$ cat src/rtl/menu_pkg.sv
// Shared constants, button state type and colour helper for the menu renderer.
package menu_pkg;

   localparam int unsigned PIX_W  = 12;
   localparam int unsigned ADDR_W = 17;

   localparam logic [PIX_W-1:0] BLACK  = 12'h000;
   localparam logic [PIX_W-1:0] WHITE  = 12'hFFF;
   localparam logic [PIX_W-1:0] TOUCH  = 12'h32E;
   localparam logic [PIX_W-1:0] CLICK  = 12'hDD2;
   localparam logic [PIX_W-1:0] RECV   = 12'h7FF;
   localparam logic [PIX_W-1:0] SEND   = 12'h456;
   localparam logic [PIX_W-1:0] LINKED = 12'h1E1;

   // Mask ROM code of button 0; codes 0/1 are plain black/white.
   localparam int unsigned BTN_CODE_BASE = 2;

   typedef enum logic [1:0] {
      IDLE    = 2'd0,
      HOVER   = 2'd1,
      PRESSED = 2'd2
   } btn_state_t;

   // Colour of one button given its state, status-mode flag, link inputs and blink phase.
   function automatic logic [PIX_W-1:0] button_colour(
      input btn_state_t s,
      input logic       status,
      input logic       recv,
      input logic       send,
      input logic       blink
   );
      logic [PIX_W-1:0] normal;
      logic [PIX_W-1:0] res;
      case (s)
         HOVER:   normal = TOUCH;
         PRESSED: normal = CLICK;
         default: normal = BLACK;
      endcase
      res = normal;
      if (status) begin
         if (recv && send)  res = LINKED;
         else if (recv)     res = (s == PRESSED) ? CLICK : RECV;
         else if (send)     res = blink ? SEND : BLACK;
      end
      return res;
   endfunction

endpackage

$ cat src/rtl/menu_button_fsm.sv
// Hover/press/click tracker for one button.
// Ports: clk, rst (sync, active-high); mouse_on_k cursor inside this button;
//        rise/fall mouse_left edges; state current FSM state; click one-cycle registered pulse.
module menu_button_fsm
   import menu_pkg::*;
(
   input  logic       clk,
   input  logic       rst,
   input  logic       mouse_on_k,
   input  logic       rise,
   input  logic       fall,
   output btn_state_t state,
   output logic       click
);

   btn_state_t state_q, state_d;
   logic       click_q, click_d;

   // State and click registers.
   always_ff @(posedge clk) begin
      if (rst) begin
         state_q <= IDLE;
         click_q <= 1'b0;
      end else begin
         state_q <= state_d;
         click_q <= click_d;
      end
   end

   // Leaving the button always wins over a release, so drag-out cancels the click.
   always_comb begin
      state_d = state_q;
      click_d = 1'b0;
      case (state_q)
         IDLE: begin
            if (mouse_on_k) state_d = HOVER;
         end
         HOVER: begin
            if (!mouse_on_k) state_d = IDLE;
            else if (rise)   state_d = PRESSED;
         end
         PRESSED: begin
            if (!mouse_on_k) begin
               state_d = IDLE;
            end else if (fall) begin
               state_d = HOVER;
               click_d = 1'b1;
            end
         end
         default: state_d = IDLE;
      endcase
   end

   assign state = state_q;
   assign click = click_q;

endmodule

$ cat src/rtl/menu_button_pixel_gen.sv
// Menu renderer: addresses an external label-mask ROM, maps region codes to RGB
// and tracks per-button hover/press/click state.
// Ports: clk, rst (sync, active-high); pix_en/h_cnt/v_cnt pixel timing; mouse_left,
//        mouse_on[] cursor info; receive_connect/send_connect link status;
//        mem_addr/mem_data ROM interface; pixel_out/pixel_valid pixel stream
//        (MEM_LATENCY+2 cycles after h_cnt/v_cnt); click[] one-cycle click pulses.
module menu_button_pixel_gen
   import menu_pkg::*;
#(
   parameter int unsigned NUM_BUTTONS  = 2,
   parameter int unsigned CODE_W       = 2,
   parameter int unsigned MEM_LATENCY  = 1,
   parameter int unsigned IMG_W        = 320,
   parameter int unsigned IMG_H        = 240,
   parameter int unsigned SCALE_SHIFT  = 1,
   parameter logic [7:0]  STATUS_MASK  = 8'b10,
   parameter int unsigned BLINK_FRAMES = 30
) (
   input  logic                   clk,
   input  logic                   rst,
   input  logic                   pix_en,
   input  logic [9:0]             h_cnt,
   input  logic [9:0]             v_cnt,
   input  logic                   mouse_left,
   input  logic [NUM_BUTTONS-1:0] mouse_on,
   input  logic                   receive_connect,
   input  logic                   send_connect,
   output logic [ADDR_W-1:0]      mem_addr,
   input  logic [CODE_W-1:0]      mem_data,
   output logic [PIX_W-1:0]       pixel_out,
   output logic                   pixel_valid,
   output logic [NUM_BUTTONS-1:0] click
);

   localparam int unsigned CALC_W = 24;
   localparam logic [CALC_W-1:0] IMG_SIZE = CALC_W'(IMG_W * IMG_H);
   localparam int unsigned FC_W = (BLINK_FRAMES > 1) ? $clog2(BLINK_FRAMES) : 1;

   logic [ADDR_W-1:0]      mem_addr_q, mem_addr_d;
   logic                   v1_q;
   logic                   fs1_q, fs1_d;
   logic [MEM_LATENCY-1:0] vpipe_q, vpipe_d;
   logic                   ml_q;
   logic                   armed_q;
   logic [FC_W-1:0]        frame_q, frame_d;
   logic                   blink_q, blink_d;
   logic [PIX_W-1:0]       pixel_q, pixel_d;
   logic                   valid_q;
   logic [CALC_W-1:0]      addr_raw;
   logic [CALC_W-1:0]      addr_wrap;
   logic                   rise, fall;
   logic [PIX_W-1:0]       colour;
   btn_state_t             btn_state [NUM_BUTTONS];

   // Image address from scaled screen position; a single subtraction folds the overscan rows.
   always_comb begin
      addr_raw   = CALC_W'(h_cnt >> SCALE_SHIFT) + CALC_W'(IMG_W) * CALC_W'(v_cnt >> SCALE_SHIFT);
      addr_wrap  = (addr_raw >= IMG_SIZE) ? (addr_raw - IMG_SIZE) : addr_raw;
      mem_addr_d = ADDR_W'(addr_wrap);
      fs1_d      = pix_en && (h_cnt == 10'd0) && (v_cnt == 10'd0);
   end

   // Valid delay line matching the ROM read latency.
   assign vpipe_d = MEM_LATENCY'({vpipe_q, v1_q});

   // A button held through reset is not armed until it has been seen released.
   assign rise = mouse_left & ~ml_q & armed_q;
   assign fall = ~mouse_left & ml_q;

   // Blink frame counter, advanced on the registered frame-start flag.
   always_comb begin
      frame_d = frame_q;
      blink_d = blink_q;
      if (fs1_q) begin
         if (frame_q == FC_W'(BLINK_FRAMES - 1)) begin
            frame_d = '0;
            blink_d = ~blink_q;
         end else begin
            frame_d = frame_q + FC_W'(1);
         end
      end
   end

   // Code decode using FSM state and link inputs as seen in the final-stage cycle.
   always_comb begin
      colour = WHITE;
      if (mem_data == '0) colour = BLACK;
      for (int k = 0; k < NUM_BUTTONS; k++) begin
         if (mem_data == CODE_W'(BTN_CODE_BASE + k))
            colour = button_colour(btn_state[k], STATUS_MASK[k], receive_connect,
                                   send_connect, blink_q);
      end
      pixel_d = vpipe_q[MEM_LATENCY-1] ? colour : BLACK;
   end

   // Pipeline, mouse history and blink registers.
   always_ff @(posedge clk) begin
      if (rst) begin
         mem_addr_q <= '0;
         v1_q       <= 1'b0;
         fs1_q      <= 1'b0;
         vpipe_q    <= '0;
         ml_q       <= 1'b0;
         armed_q    <= 1'b0;
         frame_q    <= '0;
         blink_q    <= 1'b0;
         pixel_q    <= BLACK;
         valid_q    <= 1'b0;
      end else begin
         mem_addr_q <= mem_addr_d;
         v1_q       <= pix_en;
         fs1_q      <= fs1_d;
         vpipe_q    <= vpipe_d;
         ml_q       <= mouse_left;
         armed_q    <= armed_q | ~mouse_left;
         frame_q    <= frame_d;
         blink_q    <= blink_d;
         pixel_q    <= pixel_d;
         valid_q    <= vpipe_q[MEM_LATENCY-1];
      end
   end

   for (genvar k = 0; k < NUM_BUTTONS; k++) begin : g_btn
      menu_button_fsm u_fsm (
         .clk        (clk),
         .rst        (rst),
         .mouse_on_k (mouse_on[k]),
         .rise       (rise),
         .fall       (fall),
         .state      (btn_state[k]),
         .click      (click[k])
      );
   end

   assign mem_addr    = mem_addr_q;
   assign pixel_out   = pixel_q;
   assign pixel_valid = valid_q;

endmodule

$ cat config.mk
export PLATFORM = sky130hd
export DESIGN_NAME = menu_button_pixel_gen
export DESIGN_NICKNAME = d
export VERILOG_FILES = /design/src/rtl/menu_pkg.sv /design/src/rtl/menu_button_fsm.sv /design/src/rtl/menu_button_pixel_gen.sv
export SDC_FILE = /design/constraint.sdc
export NUM_CORES = 1
export LEC_CHECK = 0
export ABC_AREA = 1
export CORE_MARGIN = 10
export CORE_UTILIZATION = 46
export CTS_CLUSTER_DIAMETER = 100
export DETAILED_ROUTE_END_ITERATION = 10
export GPL_TIMING_DRIVEN = 0
export HOLD_SLACK_MARGIN = 0.02
export PLACE_DENSITY = 0.83
export SLEW_MARGIN = 0
export SYNTH_ARGS = -nofsm -noshare
export SYNTH_HDL_FRONTEND = slang
export SYNTH_HIERARCHICAL = 1
export SYNTH_SLANG_ARGS = --single-unit
export TNS_END_PERCENT = 10
$ cat constraint.sdc
create_clock -name clk -period 2.99 [get_ports clk]
set_input_delay 0.598 -clock clk [delete_from_list [all_inputs] [get_ports clk]]
set_output_delay 0.598 -clock clk [all_outputs]
set_load 0.05 [all_outputs]
Word-level counts from Yosys, hierarchy flattened
Index checks and enable logic that the tools add are counted.

storage, ports and cells
  register bits = 47
  output and inout port bits = 32
  word-level logic and storage cells = 81

operators by class
  add/subtract/negate cells = 3
  $mul = 1
  $lt $le $gt $ge = 1
  eq/ne operators = 13
  muxes and demuxes = 23
  bitwise operators = 12
  reductions and logical operators = 14

operators with widths
  operator                  number
  $mux W12                  7
  $pmux W12 S2              2
  $logic_not A10 Y1         2
  $add A9 B18 Y19           1
  $ge A19 B17 Y1 const B    1
  $mux W17                  1
  $sub A17 B17 Y17 const B  1
  $mux W2                   8
  $mul A3 B9 Y12 const A    1
  $pmux W2 S3               2
  $mux W11                  1
  $ne A3 B3 Y1 const B      3
  $eq A2 B2 Y1 const B      4
  $not A1 Y1                8
  $logic_not A2 Y1          3
  $reduce_and A3 Y1         2
  $reduce_or A3 Y1          2
  $add A5 B1 Y5 const B     1
  $eq A5 B5 Y1 const B      1
  $mux W5                   1
  $eq A2 B1 Y1 const B      2
  $ne A2 B2 Y1 const B      2
  $and A1 B1 Y1             3
  $logic_and A1 B1 Y1       3
  5 further kinds           5

Logic depth before layout (Yosys ltp)
Gate-level depths: netlist (run 1).

  word-level depth = 6
  depth in mapped cells = 20
  depth with buffers taken out = 20

Modules after synthesis
Netlist (run 1), hierarchy kept.

modules (own cells, without submodules)
  module                 times used  cells each  area each (um^2)  sequential area each (um^2)
  menu_button_pixel_gen  1           365         2593.7            780.7
  menu_button_fsm        2           16          125.1             60.1

Worst setup path before layout (run 1)
No wires, ideal clock.

  kind = input port to flip-flop
  start point = input v_cnt[2]
  end point = register mem_addr_q[10], in the netlist mem_addr[10]
  setup time = 116 ps
  data arrival time = 2916 ps
  slack = -41 ps
  cell stages on the path = 19
  buffers on the path = 0
  cells stage by stage = ha_1 > ha_1 > fa_1 > nand2_1 > nor2_1 > nand2_1 > nand2_1 > nand2_1 > nand2_1 > inv_1 > ha_1 > inv_1 > nor2_1 > nand2_1 > nand2_2 > nand2_4 > nand2_2 > o21ai_0 > nor2_1

between the ends
  cells in the longest elaborated chain, start to end = 4
  elaborated cells between the ends (all ways) = 5

ends and longest elaborated chain
  item                                                       line                          RTL
  from (decl)                                                menu_button_pixel_gen.sv:23   input logic [9:0] v_cnt,
  $mul A3 B9 Y12 (*)                                         menu_button_pixel_gen.sv:57   addr_raw = CALC_W'(h_cnt >> SCALE_SHIFT) + CALC_W'(IMG_W) * CALC_W'(v_cnt >> SCALE_SHIFT);
  $add A9 B18 Y19 (*)                                        menu_button_pixel_gen.sv:57
  $sub A17 B17 Y17 / $ge A19 B17 Y1 (equally long branches)  menu_button_pixel_gen.sv:58   addr_wrap = (addr_raw >= IMG_SIZE) ? (addr_raw - IMG_SIZE) : addr_raw;
  $mux W17 (*)                                               menu_button_pixel_gen.sv:58
  to (signal assigned)                                       menu_button_pixel_gen.sv:110  mem_addr_q <= mem_addr_d;
  to (decl)                                                  menu_button_pixel_gen.sv:39   logic [ADDR_W-1:0] mem_addr_q, mem_addr_d;

Every way passes the cells marked *; elsewhere a longest branch is shown, timed or not.
A chain may end at the register's enable or synchronous reset.

Worst setup path in the final report (run 1)
Same ends and word-level chain as after synthesis.

==> impl_metrics.csv, run 1 <==
group,metric,value,unit
outcome,status,"finished, violations left",
synthesis,syn_area,0.00284,mm2
synthesis,synth_top_area_frac,0.317,
worst_setup_path,end_kind,"register",
placement,dpl_worst_slack,-0.773,ns
routing,dr.pass1.iters,5,
placement,portBuffers,61,
worst_setup_path,path_class,"primary input to register",
synthesis,yosys-top-cells-area,"dfxtp_1, nand2_1, ha_1, inv_1, nand3_1",
sta,fin_worst_skew,0.00458,ns
sta,setup_viol_count_final,1,
cells_and_area,nNetsFinal,534,
cts,root_buffer,"clkbuf_8",
power,power_frac_seq,0.339,
synthesis,ys_types,36,
worst_setup_path,path_cells,"buf_8 -> ha_4 -> ha_4 -> fa_2 -> buf_6 -> buf_6 -> nand3_4 -> nor2_4 -> nand2_2 -> nor2_2 -> nand2_1 -> nand2_2 -> nand2_4 -> nor2_4 -> nand2_2 -> nand2_4 -> nand3_4 -> nand2_2 -> inv_2 -> nor2_2",
cells_and_area,n_fill_cell,460,
cts,cts_sinks,45,
cells_and_area,antenna_cells,0,
routing,antenna_left,0,
grt,antenna_found_initial,0,
synthesis,synth_seq_cells,45,
sta,relSlewSlack,0.611,
die,rows,28,
worst_setup_path,path_max_fanout,7,
routing,vias_per_cell,5.34,
power,power.total,1.94,mW
power,pwr-share-clk,0.189,
synthesis,synth_warnings,6,
cells_and_area,syn_to_final_growth,41.1,%
power,leakagePower,1.80,nW
power,p_sw_frac,0.396,
synthesis,syn_inst,397,
sta,fin_ws,-0.0135,ns
cts,clkLatencyLatePin,0.30,ns
placement,place_congestion,0.878,
grt,grt_pass1_vias,2719,
cells_and_area,multi_input_area,0.00195,mm2
sta,period_needed,3.00,ns
cells_and_area,drive_above_1_share,0.226,
sta,rsz0062_at_grt,"true",
cts,cts_tree,"yes",
worst_setup_path,cpLargestDelayFamily,"simple AND/OR/NAND/NOR gates",
die,core_area,0.00596,mm2
synthesis,synth_most_common_cell,"nand2_1",
cts,clock_path_buffers,2,
cts,h-tree-depth,2,
synthesis,synth_enable_flop_cells,0,
die,dieHeight,98.6,um
routing,drc,0,
job,cap_viol_max_count,0,
synthesis,synth-main-ff-cell,"dfxtp_1",
grt,overflow,0,
synthesis,yosysTopAreaCell,"dfxtp_1",
die,die_x,98.6,um
routing,drt_iter0_markers,180,
routing,via_count,2954,
worst_setup_path,crit_required,3.22,ns
cts,numCtsBuffers,5,
outcome,failed_checks,"setup timing",
synthesis,synthArstFlopShare,0,
synthesis,synth_common_cells,"nand2_1, inv_1, dfxtp_1",
power,power.switching,0.769,mW
power,internal_power,1.17,mW
hold_path,hp-class,"register to register",
sta,finalCritPeriodShare,1.00,
cells_and_area,finalNonFillerCells,553,
sta,slew_viol_final,0,
placement,dpl.hpwl,5680,um
cells_and_area,seq_area,901,um2
power,ir_worst_vdd,0.341,mV
synthesis,syn_nets,453,
sta,tightest_slew,0.580,ns
placement,placed_area,0.00356,mm2
die,initial_core_util,0.478,
cts,clkTransAtPathRegs,0.07,ns
cells_and_area,fin_area,0.00401,mm2
placement,dpl.cell_count,533,
worst_setup_path,crit_path_frequent_cell,"nand2_2",
die,floorplan.die_area,0.00973,mm2
power,comb_power_share,0.472,
worst_setup_path,slowest_delay,0.56,ns
worst_setup_path,slowest_stage,"fa_2",
worst_setup_path,cp.arrival,3.23,ns
routing,wl_per_cell,14.7,um
die,io_pins,62,
grt,grt_use_total,0.146,
synthesis,postSynthAreaPerCell,7.16,um2
routing,drt-total-wl,8110,um
sta,hold_viol,0,
sta,fmax,333,MHz
worst_setup_path,path_buf_inv,4,
grt,grt_max_degree,13,
grt,grt_pass1_wl,12100,um
synthesis,ys_seq_area_frac,0.317,
power,power.density,484,mW/mm2
worst_setup_path,startpoint_type,"primary input",
[worst reg2reg max path, stage by stage (launching register included)]
cell and delay [ns]:
dfxtp_1 0.42, inv_1 0.07, ha_1 0.21, nor2_1 0.16, a31oi_1 0.09, or3_1 0.34, nand3_1 0.07
[layout by cell type, fill, tap and decap left out, types with 2 or more instances in the layout]
cell type | synthesis | final
xnor2_1 | 2 | 2
nand3b_1 | 2 | 2
ha_1 | 24 | 12
inv_2 | 4 | 9
clkbuf_8 | 0 | 6
dlymetal6s2s_1 | 0 | 4
buf_6 | 0 | 3
nor4_1 | 5 | 5
buf_4 | 2 | 13
a21oi_2 | 1 | 5
nand3_4 | 2 | 4
clkbuf_1 | 2 | 3
nor2_1 | 38 | 35
a21oi_1 | 25 | 20
nand4_1 | 10 | 10
inv_1 | 59 | 54
fa_2 | 0 | 2
clkbuf_2 | 0 | 3
xor2_1 | 5 | 4
dfxtp_1 | 45 | 45
o21ai_0 | 6 | 5
o211ai_1 | 2 | 2
nand2_1 | 83 | 71
nor2_4 | 4 | 5
nand2_2 | 16 | 24
nand3_2 | 4 | 4
clkdlybuf4s50_1 | 0 | 52
nor3_1 | 4 | 4
ha_4 | 0 | 10
nor2_2 | 5 | 7
ha_2 | 0 | 2
nand2_4 | 2 | 6
nand3_1 | 33 | 31
[power by group through the flow]
stage               registers (mW)  clock network, mW  logic, mW
global route                 0.661              0.397      0.980
detailed placement           0.672                  0      0.737
CTS                          0.658              0.372      0.789
global placement             0.670                  0      0.722
finish                       0.657              0.367      0.917
floorplan                    0.807                  0      0.395
[flip-flops by register name (all words and copies together) (netlist names), 2 cells and up]
register and flops:
g_btn.u_fsm/state 4, frame_q 5, g_btn.u_fsm/click 2, pixel_out 10
mem_addr 17
[routing by layer]
metal | GRT usage | part of all wire | up-vias
li1 | - | - | 1441
met1 | 0.149 | 0.38 | 1368
met2 | 0.276 | 0.53 | 118
met3 | 0.0377 | 0.055 | 27
met4 | 0.0529 | 0.029 | 0
met5 | 0 | 0 | -
[worst paths after layout]
kind | startpoint | end | slack (ns) | depth (start not counted)
worst min-delay path | v1_q | vpipe_q | 0.40 | 2
worst min register to register | v1_q | vpipe_q | 0.40 | 2
worst max register to register | g_btn[1].u_fsm/state[0] | pixel_out[2] | 1.57 | 6
worst max-delay path | v_cnt[2] | mem_addr[10] | -0.01 | 20
[area by class of cell]
type | instances | area share
clock buffer | 7 | 0.0215
tap | 75 | 0.0234
buffer | 4 | 0.00561
multi-input combinational | 284 | 0.486
inverter | 64 | 0.0599
sequential | 45 | 0.225
timing repair buffer | 74 | 0.179
[logic make-up after synthesis]
group                    synth area share
adder cells (fa/ha/maj)             0.120
XOR/XNOR                           0.0216
AND/OR/NAND/NOR                     0.369
buffers and inverters              0.0924
AO/OA/AOI/OAI                      0.0805
flip-flops                          0.317
[what timing repair did]
item                                    in CTS  in global routing
pin swaps                                    8                 23
hold buffers                                 0                  0
endpoints found under the setup margin       7                  7
resized for setup                           28                 55
buffers inserted                             5                  8
[stage by stage]
stage	hold slack, ns	setup TNS, ns	utilization
floorplan	0.388	0	-
global placement	0.395	-4.82	0.597
CTS	0.405	0	0.634
finish	0.403	-0.0135	0.674
detailed placement	0.395	-5.21	0.597
global route	0.425	-0.611	0.674
Power figures use the tool's default switching activity.
==> run 2, diff against run 1 <==
--- a/config.mk
+++ b/config.mk
@@ -6,13 +6,13 @@
 export NUM_CORES = 1
 export LEC_CHECK = 0
 export ABC_AREA = 1
-export CORE_MARGIN = 10
-export CORE_UTILIZATION = 46
+export CORE_MARGIN = 5
+export CORE_UTILIZATION = 45
 export CTS_CLUSTER_DIAMETER = 100
 export DETAILED_ROUTE_END_ITERATION = 10
 export GPL_TIMING_DRIVEN = 0
 export HOLD_SLACK_MARGIN = 0.02
-export PLACE_DENSITY = 0.83
+export PLACE_DENSITY = 0.82
 export SLEW_MARGIN = 0
 export SYNTH_ARGS = -nofsm -noshare
 export SYNTH_HDL_FRONTEND = slang
==> run 2 against run 1 <==
Against the previous run: the run now ends clean; die area decreased by 18%; core utilization decreased by 4.5 points; clock power fell by 8.2%; first-iteration DRC count fell by 39%; sequential power about the same; largest cell class unchanged; highest routed layer unchanged; wire length down 14%; final cell count is 0.90% lower; total power decreased by 4.1%; worst hold slack better by 0.0029 ns.
==> impl_metrics.csv, run 2 (synthesized netlist as in run 1, its figures left out) <==
group,metric,value,unit
cells_and_area,nNetsFinal,528,
routing,vias_per_cell,5.25,
sta,holdWs,0.406,ns
sta,finalCritPeriodShare,0.961,
cells_and_area,antenna_cells,0,
sta,slew_viol_final,0,
die,rows,29,
routing,wl_per_cell,12.8,um
hold_path,holdPathStages,2,
cells_and_area,largest_reg_flops,17,
worst_setup_path,slowest_stage,"clkdlybuf4s50_1",
sta,fin_worst_skew,0.0134,ns
placement,dpl.hpwl,5350,um
sta,relSlewSlack,0.591,
power,leakagePower,1.76,nW
worst_setup_path,r2r-start,"g_btn[1].u_fsm/state[0]",
cells_and_area,most-common-layout-cells,"nand2_1, inv_1, clkdlybuf4s50_1",
routing,drt-total-wl,6990,um
worst_setup_path,rr_worst_depth,6,
die,floorplan.die_area,0.00801,mm2
worst_setup_path,startpoint_type,"primary input",
die,initial_core_util,0.456,
power,ir_worst_vdd,0.285,mV
hold_path,hold_start,"v1_q",
worst_setup_path,path_max_fanout,7,
cells_and_area,drive_above_1_share,0.208,
worst_setup_path,cp.arrival,3.03,ns
cells_and_area,final_common_cell,"nand2_1",
routing,drc,0,
worst_setup_path,slowest_delay,0.56,ns
power,power.density,475,mW/mm2
grt,overflow,0,
grt,grt_pass1_vias,2810,
cts,clkTransAtPathRegs,0.07,ns
cts,cts_sinks,45,
sta,setup_viol_count_final,0,
routing,drt_iter0_markers,109,
cts,clock_path_buffers,2,
worst_setup_path,path_cells,"clkdlybuf4s50_1 -> ha_4 -> ha_4 -> nand2_1 -> clkinv_1 -> nand3_2 -> nand2_2 -> nand2_1 -> nand2_1 -> nand3_1 -> nand2_2 -> nand2_4 -> nor2_4 -> nand2_2 -> nand2_4 -> nand3_4 -> nand2_1 -> a21oi_1",
hold_path,hp-class,"register to register",
sta,tightest_slew,0.609,ns
sta,rsz0062_at_grt,"true",
cts,clkLatencyLatePin,0.30,ns
routing,antenna_left,0,
die,core_area,0.00624,mm2
cts,h-tree-depth,2,
sta,fmax,348,MHz
placement,place_congestion,0.842,
routing,via_count,2876,
outcome,status,"finished clean",
worst_setup_path,r2r_slack,1.60,ns
cts,cts_tree,"yes",
die,die_x,89.5,um
worst_setup_path,path_class,"primary input to register",
cts,root_buffer,"clkbuf_8",
job,cap_viol_max_count,0,
sta,fin_setup_tns,0,ns
worst_setup_path,end_kind,"register",
sta,hold_viol,0,
worst_setup_path,crit_path_frequent_cell,"nand2_1",
grt,antenna_found_initial,0,
routing,dr.pass1.iters,5,
grt,grt_max_degree,13,
grt,grt_use_total,0.173,
cells_and_area,syn_to_final_growth,37.9,%
worst_setup_path,cpLargestDelayFamily,"simple AND/OR/NAND/NOR gates",
worst_setup_path,crit_required,3.15,ns
die,dieHeight,89.5,um
grt,grt_pass1_wl,11200,um
cts,numCtsBuffers,5,
sta,period_needed,2.87,ns
worst_setup_path,r2r_end,"pixel_out[2]",
hold_path,min_to,"vpipe_q",
worst_setup_path,path_buf_inv,2,
placement,portBuffers,61,
die,io_pins,62,
run 2: cell count changes in the layout (fill, tap and decap cells not counted), sizes merged:
cell           change
buf                -8
clkdlybuf4s50      -1
clkinv             +1
dlymetal6s2s       +1
run 2: final cells by class:
cell class | count | area (um2)
inverters | 64 | 240
fillers | 504 | 2320
repair buffers | 68 | 666
clock inverters | 1 | 5.00
flip-flops and latches | 45 | 901
multi-input cells | 284 | 1920
well taps | 77 | 96.3
plain buffers | 4 | 22.5
clock buffers | 5 | 68.8
run 2: worst max path at each step:
| stage | slack [ns] | start | depth (start not counted) | endpoint |
|---|---|---|---|---|
| floorplan | 0.01 | v_cnt[2] | 19 | mem_addr[10] |
| global placement | -0.71 | v_cnt[2] | 20 | mem_addr[13] |
| detailed placement | -0.74 | v_cnt[2] | 20 | mem_addr[11] |
| CTS | 0.002 | v_cnt[9] | 15 | mem_addr[14] |
| global route | -0.02 | v_cnt[4] | 20 | mem_addr[11] |
| finish | 0.12 | v_cnt[8] | 18 | mem_addr[14] |
run 2: power breakdown:
| part | internal [mW] | switching [mW] |
|---|---|---|
| logic | 0.331 | 0.536 |
| registers | 0.643 | 0.0157 |
| clock network | 0.154 | 0.184 |
run 2: stage by stage:
stage,area (um2),utilization,cells,power (mW),worst slack (ns)
3_5_place_dp,3560,0.570,535,1.41,-0.738
6_report,3920,0.629,548,1.86,0.116
4_1_cts,3730,0.598,545,1.78,0.00235
5_1_grt,3920,0.629,548,1.97,-0.0198
3_3_place_gp,3560,0.570,535,1.39,-0.710
2_1_floorplan,2850,-,397,1.20,0.0107
run 2: what timing repair did:
action / in CTS / in global routing
hold buffers: 0 / 0
buffers inserted: 4 / 3
gates resized for setup: 24 / 44
pin swaps: 6 / 17
endpoints found under the setup margin: 7 / 7
run 2: metal layers:
layer,share of wire,GRT usage,vias to the layer above
met2,0.54,0.344,86
met3,0.056,0.0286,15
li1,-,-,1423
met4,0.018,0.0595,0
met5,0,0,-
met1,0.39,0.180,1352
run 2: tightest hold or removal path, delay by kind of cell, from the launching register on:
| kind | cells | cell delay [ns] |
|---|---|---|
| flip-flops | 1 | 0.30 |
| buffers and inverters | 1 | 0.04 |
| AND/OR/NAND/NOR | 1 | 0.03 |
==> run 3, diff against run 2 <==
--- a/config.mk
+++ b/config.mk
@@ -7,12 +7,12 @@
 export LEC_CHECK = 0
 export ABC_AREA = 1
 export CORE_MARGIN = 5
-export CORE_UTILIZATION = 45
+export CORE_UTILIZATION = 30
 export CTS_CLUSTER_DIAMETER = 100
 export DETAILED_ROUTE_END_ITERATION = 10
 export GPL_TIMING_DRIVEN = 0
 export HOLD_SLACK_MARGIN = 0.02
-export PLACE_DENSITY = 0.82
+export PLACE_DENSITY = 0.61
 export SLEW_MARGIN = 0
 export SYNTH_ARGS = -nofsm -noshare
 export SYNTH_HDL_FRONTEND = slang
==> constraint.sdc (replaced) <==
create_clock -name clk -period 2.41 [get_ports clk]
set_input_delay 0.482 -clock clk [delete_from_list [all_inputs] [get_ports clk]]
set_output_delay 0.482 -clock clk [all_outputs]
set_load 0.05 [all_outputs]
==> run 3 against run 2 <==
Against the previous run: clock-buffer cell count stayed put; highest routed layer unchanged; critical path depth fell by 1; worst hold slack improved by 0.013 ns; register-to-register slack worse by 0.58 ns; the flow now finishes with violations (setup timing); sequential power is 24% higher; combinational power rose by 22%; total power rose by 31%; clock power rose by 67%; sequential share of layout area down 0.57 points; clock skew is 0.0031 ns lower; design area is 2.6% higher.
==> impl_metrics.csv, run 3 (synthesized netlist as in run 1, its figures left out) <==
group,metric,value,unit
die,core_area,0.00924,mm2
power,comb_power_share,0.434,
cts,root_buffer,"clkbuf_8",
cts,clock_path_buffers,2,
die,dieHeight,107,um
routing,dr.pass1.iters,4,
placement,dpl.hpwl,5500,um
power,power_frac_seq,0.335,
placement,portBuffers,61,
cts,h-tree-depth,2,
cells_and_area,largest_reg_flops,17,
worst_setup_path,path_max_fanout,7,
cts,cts_tree,"yes",
placement,placed_area,0.00365,mm2
sta,fin_ws,-0.294,ns
sta,setup_viol_count_final,7,
worst_setup_path,slowest_delay,0.57,ns
worst_setup_path,path_buf_inv,1,
power,power.switching,0.925,mW
worst_setup_path,crit_required,2.57,ns
die,io_pins,62,
power,p_sw_frac,0.380,
cells_and_area,antenna_cells,0,
power,power.total,2.44,mW
die,floorplan.die_area,0.0115,mm2
cells_and_area,drive_above_1_share,0.219,
cts,clkLatencyLatePin,0.30,ns
grt,overflow,0,
routing,antenna_left,0,
grt,grt_max_degree,16,
power,power.density,606,mW/mm2
cells_and_area,syn_to_final_growth,41.4,%
worst_setup_path,crit_cells,17,
worst_setup_path,crit_path_frequent_cell,"nand2_2",
die,initial_core_util,0.308,
die,die_x,107,um
power,pwr-share-clk,0.231,
cts,cts_sinks,45,
sta,fmax,370,MHz
sta,fin_setup_tns,-1.88,ns
grt,grt_use_total,0.121,
routing,drt-total-wl,6650,um
power,leakagePower,1.75,nW
worst_setup_path,slowest_stage,"fa_2",
power,internal_power,1.51,mW
worst_setup_path,startpoint_type,"primary input",
die,rows,35,
sta,period_needed,2.70,ns
sta,rsz0062_at_grt,"true",
worst_setup_path,end_kind,"register",
cells_and_area,final_common_cell,"nand2_1",
routing,wl_per_cell,11.0,um
cts,numCtsBuffers,5,
worst_setup_path,cpLargestDelayFamily,"simple AND/OR/NAND/NOR gates",
hold_path,holdPathStages,2,
cells_and_area,nNetsFinal,530,
cts,clkTransAtPathRegs,0.09,ns
hold_path,hp-class,"register to register",
worst_setup_path,r2r_slack,1.02,ns
sta,finalCritPeriodShare,1.12,
grt,grt_pass1_vias,2702,
placement,place_congestion,0.842,
worst_setup_path,rr_worst_depth,6,
cells_and_area,most-common-layout-cells,"nand2_1, inv_1, clkdlybuf4s50_1",
sta,tightest_slew,0.582,ns
power,ir_worst_vdd,0.242,mV
worst_setup_path,path_cells,"buf_8 -> ha_4 -> ha_4 -> fa_2 -> nand3_2 -> nor2_4 -> nand2_2 -> nor2_2 -> nand2_1 -> nand2_2 -> nand2_2 -> nor2_4 -> nand2_2 -> nand2_4 -> nand3_4 -> nand2_2 -> a21oi_2",
routing,vias_per_cell,4.49,
grt,antenna_found_initial,0,
sta,slew_viol_final,0,
sta,relSlewSlack,0.609,
job,cap_viol_max_count,0,
outcome,status,"finished, violations left",
routing,via_count,2714,
outcome,failed_checks,"setup timing",
routing,drt_iter0_markers,71,
cells_and_area,fin_area,0.00402,mm2
worst_setup_path,path_class,"primary input to register",
routing,drc,0,
sta,hold_viol,0,
grt,grt_pass1_wl,11500,um
sta,fin_worst_skew,0.0103,ns
worst_setup_path,cp.arrival,2.86,ns
==> run 3: cell count changes in the layout (fill, tap and decap cells not counted), sizes merged <==
| cell | delta |
|---|---|
| dlymetal6s2s | -5 |
| clkdlybuf4s50 | -1 |
| clkinvlp | +1 |
| bufinv | +1 |
| clkbuf | -5 |
| buf | +7 |
| dlygate4sd2 | +6 |
==> run 3: final timing paths <==
check	end	startpoint
setup / recovery	mem_addr[12]	v_cnt[4]
setup reg to reg	pixel_out[2]	g_btn[1].u_fsm/state[0]
hold / removal	vpipe_q	v1_q
hold reg to reg	vpipe_q	v1_q
==> run 3: per-layer routing <==
metal	track usage	up-vias	share of wire
met5	0	-	0
met4	0.0379	0	0.015
met3	0.0258	10	0.046
met2	0.228	57	0.51
met1	0.133	1211	0.43
li1	-	1436	-
==> run 3: worst register-to-register path: stages (launching register included) <==
cell     delay, ns
dfxtp_1       0.42
inv_1         0.07
ha_1          0.21
nor2_1        0.14
a31oi_1       0.07
or3_1         0.34
nand3_1       0.08
==> run 3: through the flow <==
| stage | setup WS (ns) | cells | util | hold WS (ns) |
|---|---|---|---|---|
| after floorplan | -0.378 | 397 | - | 0.388 |
| after detailed placement | -1.25 | 587 | 0.396 | 0.412 |
| after CTS | -0.281 | 602 | 0.429 | 0.425 |
| after global routing | -0.425 | 604 | 0.435 | 0.450 |
| after global placement | -1.21 | 587 | 0.396 | 0.401 |
| final | -0.294 | 604 | 0.435 | 0.418 |
==> run 3: area by class of cell <==
| type | instances | area [um2] |
|---|---|---|
| Buffer | 4 | 22.5 |
| Clock buffer | 5 | 68.8 |
| Clock inverter | 3 | 46.3 |
| Fill cell | 924 | 5220 |
| Inverter | 64 | 240 |
| Multi-Input combinational cell | 284 | 1920 |
| Sequential cell | 45 | 901 |
| Tap cell | 129 | 161 |
| Timing Repair Buffer | 70 | 662 |
==> run 3: power groups by stage <==
stage / sequential [mW] / clock, mW / combinational [mW]
floorplan: 1.00 / 0 / 0.500
global placement: 0.835 / 0 / 0.911
detailed placement: 0.835 / 0 / 0.926
CTS: 0.818 / 0.577 / 1.02
global route: 0.823 / 0.610 / 1.16
finish: 0.817 / 0.563 / 1.06
==> run 3: repair_timing <==
| action | CTS | global route |
|---|---|---|
| hold buffers | 0 | 0 |
| setup endpoints to repair | 7 | 7 |
| buffers inserted | 7 | 2 |
| cloned | 0 | 0 |
| resized for setup | 64 | 10 |
| pin swaps | 27 | 15 |
